<file path="src/rtl/instr_encoder.sv">
// Sequential MIPS instruction encoder: one command per handshake, written to consecutive instruction-memory words.
// Optional ORI/BNE support is compiled in with the ENC_EXT_OPS_EN macro.
module instr_encoder #(
    parameter int ADDR_W = 6
) (
    input  logic              clk,
    input  logic              reset,
    input  logic              restart,
    input  logic              in_valid,
    output logic              in_ready,
    input  logic [3:0]        in_op,
    input  logic [4:0]        in_rs,
    input  logic [4:0]        in_rt,
    input  logic [4:0]        in_rd,
    input  logic [15:0]       in_imm,
    input  logic [ADDR_W-1:0] in_target,
    output logic              mem_we,
    output logic [ADDR_W-1:0] mem_addr,
    output logic [31:0]       mem_wdata,
    output logic [ADDR_W:0]   count,
    output logic              full,
    output logic              err
);

    typedef enum logic [1:0] {IDLE = 2'd0, ENC = 2'd1, WR = 2'd2} state_t;

    localparam logic [ADDR_W-1:0] PC_ONE    = {{(ADDR_W-1){1'b0}}, 1'b1};
    localparam logic [ADDR_W:0]   CNT_ONE   = {{ADDR_W{1'b0}}, 1'b1};
    localparam logic [ADDR_W:0]   CNT_LAST  = {1'b0, {ADDR_W{1'b1}}};
    localparam logic [ADDR_W+1:0] OFF_ONE   = {{(ADDR_W+1){1'b0}}, 1'b1};

    localparam logic [5:0] OPC_RTYPE = 6'b000000;
    localparam logic [5:0] OPC_LW    = 6'b100011;
    localparam logic [5:0] OPC_SW    = 6'b101011;
    localparam logic [5:0] OPC_BEQ   = 6'b000100;
    localparam logic [5:0] OPC_ADDI  = 6'b001000;
    localparam logic [5:0] OPC_J     = 6'b000010;
    localparam logic [5:0] OPC_ORI   = 6'b001101;
    localparam logic [5:0] OPC_BNE   = 6'b000101;

    state_t              state_r;
    logic [ADDR_W-1:0]   pc_r;
    logic [ADDR_W:0]     count_r;
    logic                full_r;
    logic                err_r;
    logic                we_r;
    logic [ADDR_W-1:0]   addr_r;
    logic [31:0]         wdata_r;
    logic [3:0]          op_r;
    logic [4:0]          rs_r;
    logic [4:0]          rt_r;
    logic [4:0]          rd_r;
    logic [15:0]         imm_r;
    logic [ADDR_W-1:0]   target_r;

    logic [ADDR_W+1:0]   off_s;
    logic [31:0]         off32_s;
    logic [25:0]         tgt26_s;
    logic [32:0]         enc_s;

    // Returns {legal, word}; an illegal code yields legal=0 and a zero word.
    function automatic logic [32:0] encode(input logic [3:0] op, input logic [4:0] rs, input logic [4:0] rt,
                                           input logic [4:0] rd, input logic [15:0] imm,
                                           input logic [25:0] tgt, input logic [15:0] off);
        logic [32:0] res;
        case (op)
            4'd0:    res = {1'b1, OPC_RTYPE, rs, rt, rd, 5'b00000, 6'b100000};
            4'd1:    res = {1'b1, OPC_RTYPE, rs, rt, rd, 5'b00000, 6'b100010};
            4'd2:    res = {1'b1, OPC_RTYPE, rs, rt, rd, 5'b00000, 6'b100100};
            4'd3:    res = {1'b1, OPC_RTYPE, rs, rt, rd, 5'b00000, 6'b100101};
            4'd4:    res = {1'b1, OPC_RTYPE, rs, rt, rd, 5'b00000, 6'b101010};
            4'd5:    res = {1'b1, OPC_LW, rs, rt, imm};
            4'd6:    res = {1'b1, OPC_SW, rs, rt, imm};
            4'd7:    res = {1'b1, OPC_BEQ, rs, rt, off};
            4'd8:    res = {1'b1, OPC_ADDI, rs, rt, imm};
            4'd9:    res = {1'b1, OPC_J, tgt};
`ifdef ENC_EXT_OPS_EN
            4'd10:   res = {1'b1, OPC_ORI, rs, rt, imm};
            4'd11:   res = {1'b1, OPC_BNE, rs, rt, off};
`endif
            default: res = {1'b0, 32'h0000_0000};
        endcase
        return res;
    endfunction

    // Branch offset relative to the word after the one being written, sign-extended from ADDR_W+2 bits.
    always_comb begin
        off_s   = {2'b00, target_r} - {2'b00, pc_r} - OFF_ONE;
        off32_s = {{(30-ADDR_W){off_s[ADDR_W+1]}}, off_s};
        tgt26_s = {{(26-ADDR_W){1'b0}}, target_r};
        enc_s   = encode(op_r, rs_r, rt_r, rd_r, imm_r, tgt26_s, off32_s[15:0]);
    end

    // Command capture, encode and write sequencing.
    always_ff @(posedge clk) begin
        if (reset) begin
            state_r  <= IDLE;
            pc_r     <= '0;
            count_r  <= '0;
            full_r   <= 1'b0;
            err_r    <= 1'b0;
            we_r     <= 1'b0;
            addr_r   <= '0;
            wdata_r  <= 32'h0000_0000;
            op_r     <= 4'd0;
            rs_r     <= 5'd0;
            rt_r     <= 5'd0;
            rd_r     <= 5'd0;
            imm_r    <= 16'h0000;
            target_r <= '0;
        end else begin
            case (state_r)
                IDLE: begin
                    we_r <= 1'b0;
                    if (restart) begin
                        pc_r    <= '0;
                        count_r <= '0;
                        full_r  <= 1'b0;
                        err_r   <= 1'b0;
                    end else if (in_valid && !full_r) begin
                        op_r     <= in_op;
                        rs_r     <= in_rs;
                        rt_r     <= in_rt;
                        rd_r     <= in_rd;
                        imm_r    <= in_imm;
                        target_r <= in_target;
                        state_r  <= ENC;
                    end else begin
                        state_r <= IDLE;
                    end
                end
                ENC: begin
                    if (enc_s[32]) begin
                        wdata_r <= enc_s[31:0];
                        addr_r  <= pc_r;
                        we_r    <= 1'b1;
                        state_r <= WR;
                    end else begin
                        err_r   <= 1'b1;
                        we_r    <= 1'b0;
                        state_r <= IDLE;
                    end
                end
                WR: begin
                    we_r    <= 1'b0;
                    pc_r    <= pc_r + PC_ONE;
                    count_r <= count_r + CNT_ONE;
                    full_r  <= (count_r == CNT_LAST);
                    state_r <= IDLE;
                end
                default: begin
                    we_r    <= 1'b0;
                    state_r <= IDLE;
                end
            endcase
        end
    end

    // A reset arriving during WR must suppress the strobe already registered for that cycle.
    assign mem_we    = we_r & ~reset;
    assign mem_addr  = addr_r;
    assign mem_wdata = wdata_r;
    assign count     = count_r;
    assign full      = full_r;
    assign err       = err_r;
    assign in_ready  = (state_r == IDLE) & ~full_r & ~restart;

endmodule
</file>
<file path="config.mk">
export PLATFORM = sky130hd
export DESIGN_NAME = instr_encoder
export DESIGN_NICKNAME = d
export VERILOG_FILES = /design/src/rtl/instr_encoder.sv
export SDC_FILE = /design/constraint.sdc
export NUM_CORES = 1
export LEC_CHECK = 0
export ABC_AREA = 0
export ABC_CLOCK_PERIOD_IN_PS = 5200
export CAP_MARGIN = 20
export CORE_MARGIN = 4
export CORE_UTILIZATION = 54
export CTS_CLUSTER_SIZE = 12
export DETAILED_ROUTE_END_ITERATION = 8
export PLACE_DENSITY = 0.85
export REMOVE_ABC_BUFFERS = 1
export SKIP_CTS_REPAIR_TIMING = 1
export SYNTH_ARGS = -nofsm -noshare
export SYNTH_HDL_FRONTEND = slang
export SYNTH_SLANG_ARGS = --single-unit
export TNS_END_PERCENT = 50
</file>
<file path="constraint.sdc">
create_clock -name clk -period 5.2 [get_ports clk]
set_input_delay 1.04 -clock clk [delete_from_list [all_inputs] [get_ports clk]]
set_output_delay 1.04 -clock clk [all_outputs]
set_load 0.1 [all_outputs]
</file>
== Yosys cells after proc, flatten, opt, wreduce, memory -nomap -nowiden ==
Cells that the tools add are included.

* Muxes and demuxes: 14
* Shift-type cells: 0
* Add/subtract/negate cells: 4
* Div/mod/pow operators: 0
* Order comparisons: 0
* Multiply operators: 0
* Reductions and logical operators: 11
* Equality and inequality tests: 15
* Bitwise gates (word level): 7

{| class="wikitable"
|+ Operator list
! kind !! count
|-
| one-hot mux 33 bit (10 select lines) || 1
|-
| equality test 4 x 3 -> 1 bit (second input constant) || 4
|-
| one-hot mux 7 bit (2 select lines) || 1
|-
| one-hot mux 6 bit (2 select lines) || 1
|-
| equality test 4 x 2 -> 1 bit (second input constant) || 2
|-
| equality test 4 bit (second input constant) || 2
|-
| subtractor 7 x 2 -> 8 bit (second input constant) || 1
|-
| adder 7 x 1 -> 7 bit (second input constant) || 1
|-
| equality test 7 x 6 -> 1 bit (second input constant) || 1
|-
| 2-to-1 mux 7 bit || 1
|-
| subtractor 6 x 6 -> 7 bit || 1
|-
| adder 6 x 1 -> 6 bit (second input constant) || 1
|-
| 2-to-1 mux 6 bit || 1
|-
| inequality test 2 bit (second input constant) || 3
|-
| AND reduction 3 bit || 2
|-
| equality test 4 x 1 -> 1 bit (second input constant) || 1
|-
| zero test 4 bit || 1
|-
| 2-to-1 mux 1 bit || 4
|-
| 2-to-1 mux 2 bit || 2
|-
| NOT 1 bit || 4
|-
| one-hot mux 1 bit (2 select lines) || 2
|-
| one-hot mux 2 bit (2 select lines) || 1
|-
| AND reduction 2 bit || 2
|-
| nonzero test 2 bit || 2
|-
| 7 further kinds || 9
|}

* Bits in writable memories: 0
* Output and inout bits: 49
* Memories kept: 0
* Latch bits: 0
* Bits of input ports: 45
* Word-level logic and storage cells: 65
* ROM bits: 0
* Register bits: 97

== Logic depth before layout (Yosys ltp) ==
* Depth after elaboration: 5
* Mapped depth: 9
* Depth with buffers taken out: 9

== Least setup slack after synthesis ==
OpenSTA, ideal clock, no wires.

* Kind: input to register
* Start point: in restart
* End point: reg target_r[2]
* Library setup time: 132 ps
* Arrival time: 4945 ps
* Data required time: 5068 ps
* Stages: 5
* Path slack: 122 ps
* Buffers on the path: 1
* Cell sequence: nor4_1 -> nand2_1 -> clkbuf_1 -> nand2_1 -> a21oi_1

* Word-level cells in the longest chain between the ends: 2

{| class="wikitable"
|+ Ends and longest elaborated chain
! element !! line !! RTL
|-
| start: declaration || 8 || <nowiki>input logic restart,</nowiki>
|-
| NOT 1 bit (no source line) || n/a ||
|-
| AND reduction 3 bit (no source line) || n/a ||
|-
| end signal: assignment || 126 || <nowiki>target_r <= in_target;</nowiki>
|-
| end: declaration || 54 || <nowiki>logic [ADDR_W-1:0] target_r;</nowiki>
|}

Every way passes these cells.
A chain may end at the register's enable or synchronous reset.

== Worst setup path after layout ==
* Start point: in reset
* End point: out mem_we

* Word-level cells in the longest chain between the ends: 2

{| class="wikitable"
|+ Ends and longest elaborated chain
! element !! line !! RTL
|-
| start: declaration || 7 || <nowiki>input logic reset,</nowiki>
|-
| NOT 1 bit || 160 || <nowiki>assign mem_we = we_r & ~reset;</nowiki>
|-
| AND 1 bit || 160 ||
|-
| end: declaration || 17 || <nowiki>output logic mem_we,</nowiki>
|}

Every way passes these cells.

==> summary.md <==
| Metric | Value |
|---|---|
| Run status | finished, final reports clean |
| Min cycle time layout | 3.494 ns |
| Peak VDD IR | 0.0001517 V |
| Ranking of synthesized cells by area | dfxtp_1 (45%), nand2_1 (11%), a21oi_1 (9.9%) |
| Max_slew headroom | 0.3083 |
| Total CTS buffers | 9 |
| Layout cells sized above 1 | 0.07370 |
| Worst setup path class | in2out |
| Iter 0 DRT Violations | a little under 300 |
| # rows | 31 |
| Async SR Flop Fraction | 0 |
| Worst-path clk slew | 0.08 ns |
| Chip height | slightly below 100 um |
| Achievable Freq | around 290 MHz |
| Ports | 94 |
| Reg2reg setup slack | between 2 and 3 ns |
| Setup tns final | 0 ns |
| Syn. warnings | 0 |
| Drt total wl | slightly above 10 mm |
| Commonest cells after routing, fill and taps aside | nand2_1 (127), dfxtp_1 (95), clkdlybuf4s50_1 (90) |
| Final Setup Violations | 0 |
| Clk root buf | clkbuf_8 |
| Worst path required time | 4.16 ns |
| Clock Path Buffers | 2 |
| Met2 Usage GRT | 0.3744 |
| Slew Viols, Final | 0 |
| Drt pass-1 iters | 5 |
| Critical R2R Capture | mem_wdata[15] |
| Average size of a mapped cell | 8.087 um2 |
| Wire length per cell | 14.53 um |
| EDFF count, synth | 0 |
| Critical path launch point | reset |
| Grt met1 use | 0.2957 |
| Vias/cell | 5.474 |
| Fillers | 591 |
| Setup crit start kind | input port |
| RSZ-0062 raised after global routing | false |
| WHS Path Cells | 2 |
| Drc violations | 0 |
| Compound-Gate Fraction of Synth Area | 0.2082 |
| Register area share after synthesis | 0.4540 |
| Met3 Usage GRT | 0.06646 |
| Core area | 7408 um2 |
| Skew-Pair Late Insertion Delay | 0.36 ns |
| CP Buf/Inv Count | 2 |
| ANT cells | 0 |
| Largest delay share family, worst path | buffers and inverters |
| Post-synthesis mux area share | 0.02031 |
| Reg2reg path depth | 5 |
| Global-route wire length before repair | 16.50 mm |
| Netlist cell types | between 50 and 60 |
| Dpl ws | 1.703 ns |
| Crit path DAT | 2.45 ns |
| Yosys top cell by area | dfxtp_1 |
| Adder-cell share of the synthesized area | 0.03166 |
| Die width | 96.08 um |
| Most used DFF post-synth | dfxtp_1 |
| Crit path capture type | primary output |
| Post-DP HPWL | 6.939 mm |
| Routed Antenna Nets | 0 |
| Maxcap violations | 0 |
| Critical Path Stages | 3 |
| Worst Hold Class | reg2reg |
| Crit path max fanout | 2 |
| Main combinational cell family by area after synthesis | simple AND/OR/NAND/NOR gates |
| Setup slack after layout | around 1.7 ns |
| Post-Synth XOR/XNOR Area | 0.01822 |
| Syn Inst Count | roughly 520 |
| Worst clock skew | 0.009582 ns |
| GRT busiest layer | met2 |
| Ordered list of cells on the worst path | buf_2 -> nor2b_1 -> clkdlybuf4s50_1 |
| GRT overflow | 0 |
| CTS sink count | 95 |
| Final hold violations | 0 |
| Initial Util | 0.5654 |
| GRT Util Overall | 0.2273 |
| Period utilisation layout | 0.6720 |
| Worst Setup EP | mem_we |
| Pleak | about 1.8 nW |
| Nets | 647 |
| Vias | 3810 |
| PwrDens | about 290 nW/um2 |
| Syn Std Cell Area | 4189 um2 |
| Most common cell after layout, fill and taps aside | nand2_1 |
| TritonCTS clock tree | yes |
| Seq cells post-synth | 95 |
| Port-buffer cells | roughly 90 |
| Die Area | 9230 um2 |
| H-tree Lvls | 3 |
| Worst Tran Pin Value | 1.034 ns |
| GP Congestion | 0.8623 |
| CP peak stage delay | 1.14 ns |
| Largest net degree at the start of global routing | 87 |
| Antenna violations before repair | 0 |
| Yosys top cell area share | 0.4540 |
| Post-Synth Simple-Gate Area | 0.2204 |
| CP max-delay cell | clkdlybuf4s50_1 |
| Number of global-route vias before repair | 3632 |
| Worst R2R Start | op_r[1] |
| Layout overhead on the synthesized area | 27.03% |
cell type report:
type | instances | area, um2 | share of cell area
Multi-Input combinational cell | 378 | 2105 | 0.3955
Inverter | 13 | 48.80 | 0.009170
Sequential cell | 95 | 1902 | 0.3574
Timing Repair Buffer | 95 | 935.9 | 0.1759
Clock inverter | 6 | 68.82 | 0.01293
Tap cell | 99 | 123.9 | 0.02328
Clock buffer | 10 | 137.6 | 0.02586
tightest hold or removal path: stages, from the launching register on:
cell     delay, ns
dfxtp_1       0.31
nand2_1       0.05
a21oi_1       0.05
per-layer routing:
layer  routed length (um)  vias to the layer above
met5                    0                        -
met4                   68                        0
met3                  903                       12
met2                 4685                      147
met1                 4455                     1733
li1                     -                     1918
registers in the layout, summed over array words and instances, names as in the netlist:
name / flops
mem_wdata: 30
imm_r: 16
count: 7
mem_addr: 6
pc_r: 6
target_r: 6
rd_r: 5
rs_r: 5
rt_r: 5
op_r: 4
state_r: 2
err: 1
full: 1
we_r: 1
cells by family after synthesis:
group / Yosys count
xor+xnor: 7
mux: 8
flops: 95
simple gates: 210
fa+ha+maj: 10
other cells: 1
buf+inv: 45
compound gates: 142
power breakdown:
part / switching [mW] / internal (mW)
combinational: 0.168 / 0.0920
clock: 0.256 / 0.238
sequential: 0.0184 / 0.751
cells in the mapped netlist (4+ instances only):
cell	number
a21oi_2	9
clkbuf_1	16
dfxtp_1	95
nor2_1	34
mux2i_1	4
a211oi_1	6
nor3_1	7
nand2_1	127
nand3_1	17
o21ai_0	13
inv_1	13
ha_1	9
nand2b_1	4
o21ai_1	4
a21oi_1	83
buf_2	14
a22oi_1	9
per-stage QoR:
step	instances	power (mW)	hold WS (ns)	cell area (um2)	util
after floorplan	486	0.9519	0.4258	4044	-
after global placement	680	1.039	0.4378	5115	0.6904
after detailed placement	680	1.045	0.4471	5115	0.6904
after CTS	696	1.529	0.4590	5321	0.7183
after global routing	696	1.586	0.4744	5321	0.7183
final	696	1.522	0.4568	5321	0.7183
worst min path at each step:
stage,from,endpoint,slack (ns)
final,rd_r[1],rd_r[1],0.46
after global routing,imm_r[12],imm_r[12],0.47
after CTS,mem_wdata[19],mem_wdata[19],0.46
after detailed placement,mem_wdata[19],mem_wdata[19],0.45
after global placement,mem_wdata[18],mem_wdata[18],0.44
after floorplan,pc_r[5],mem_addr[5],0.43
(Power assumes the default switching activity.)
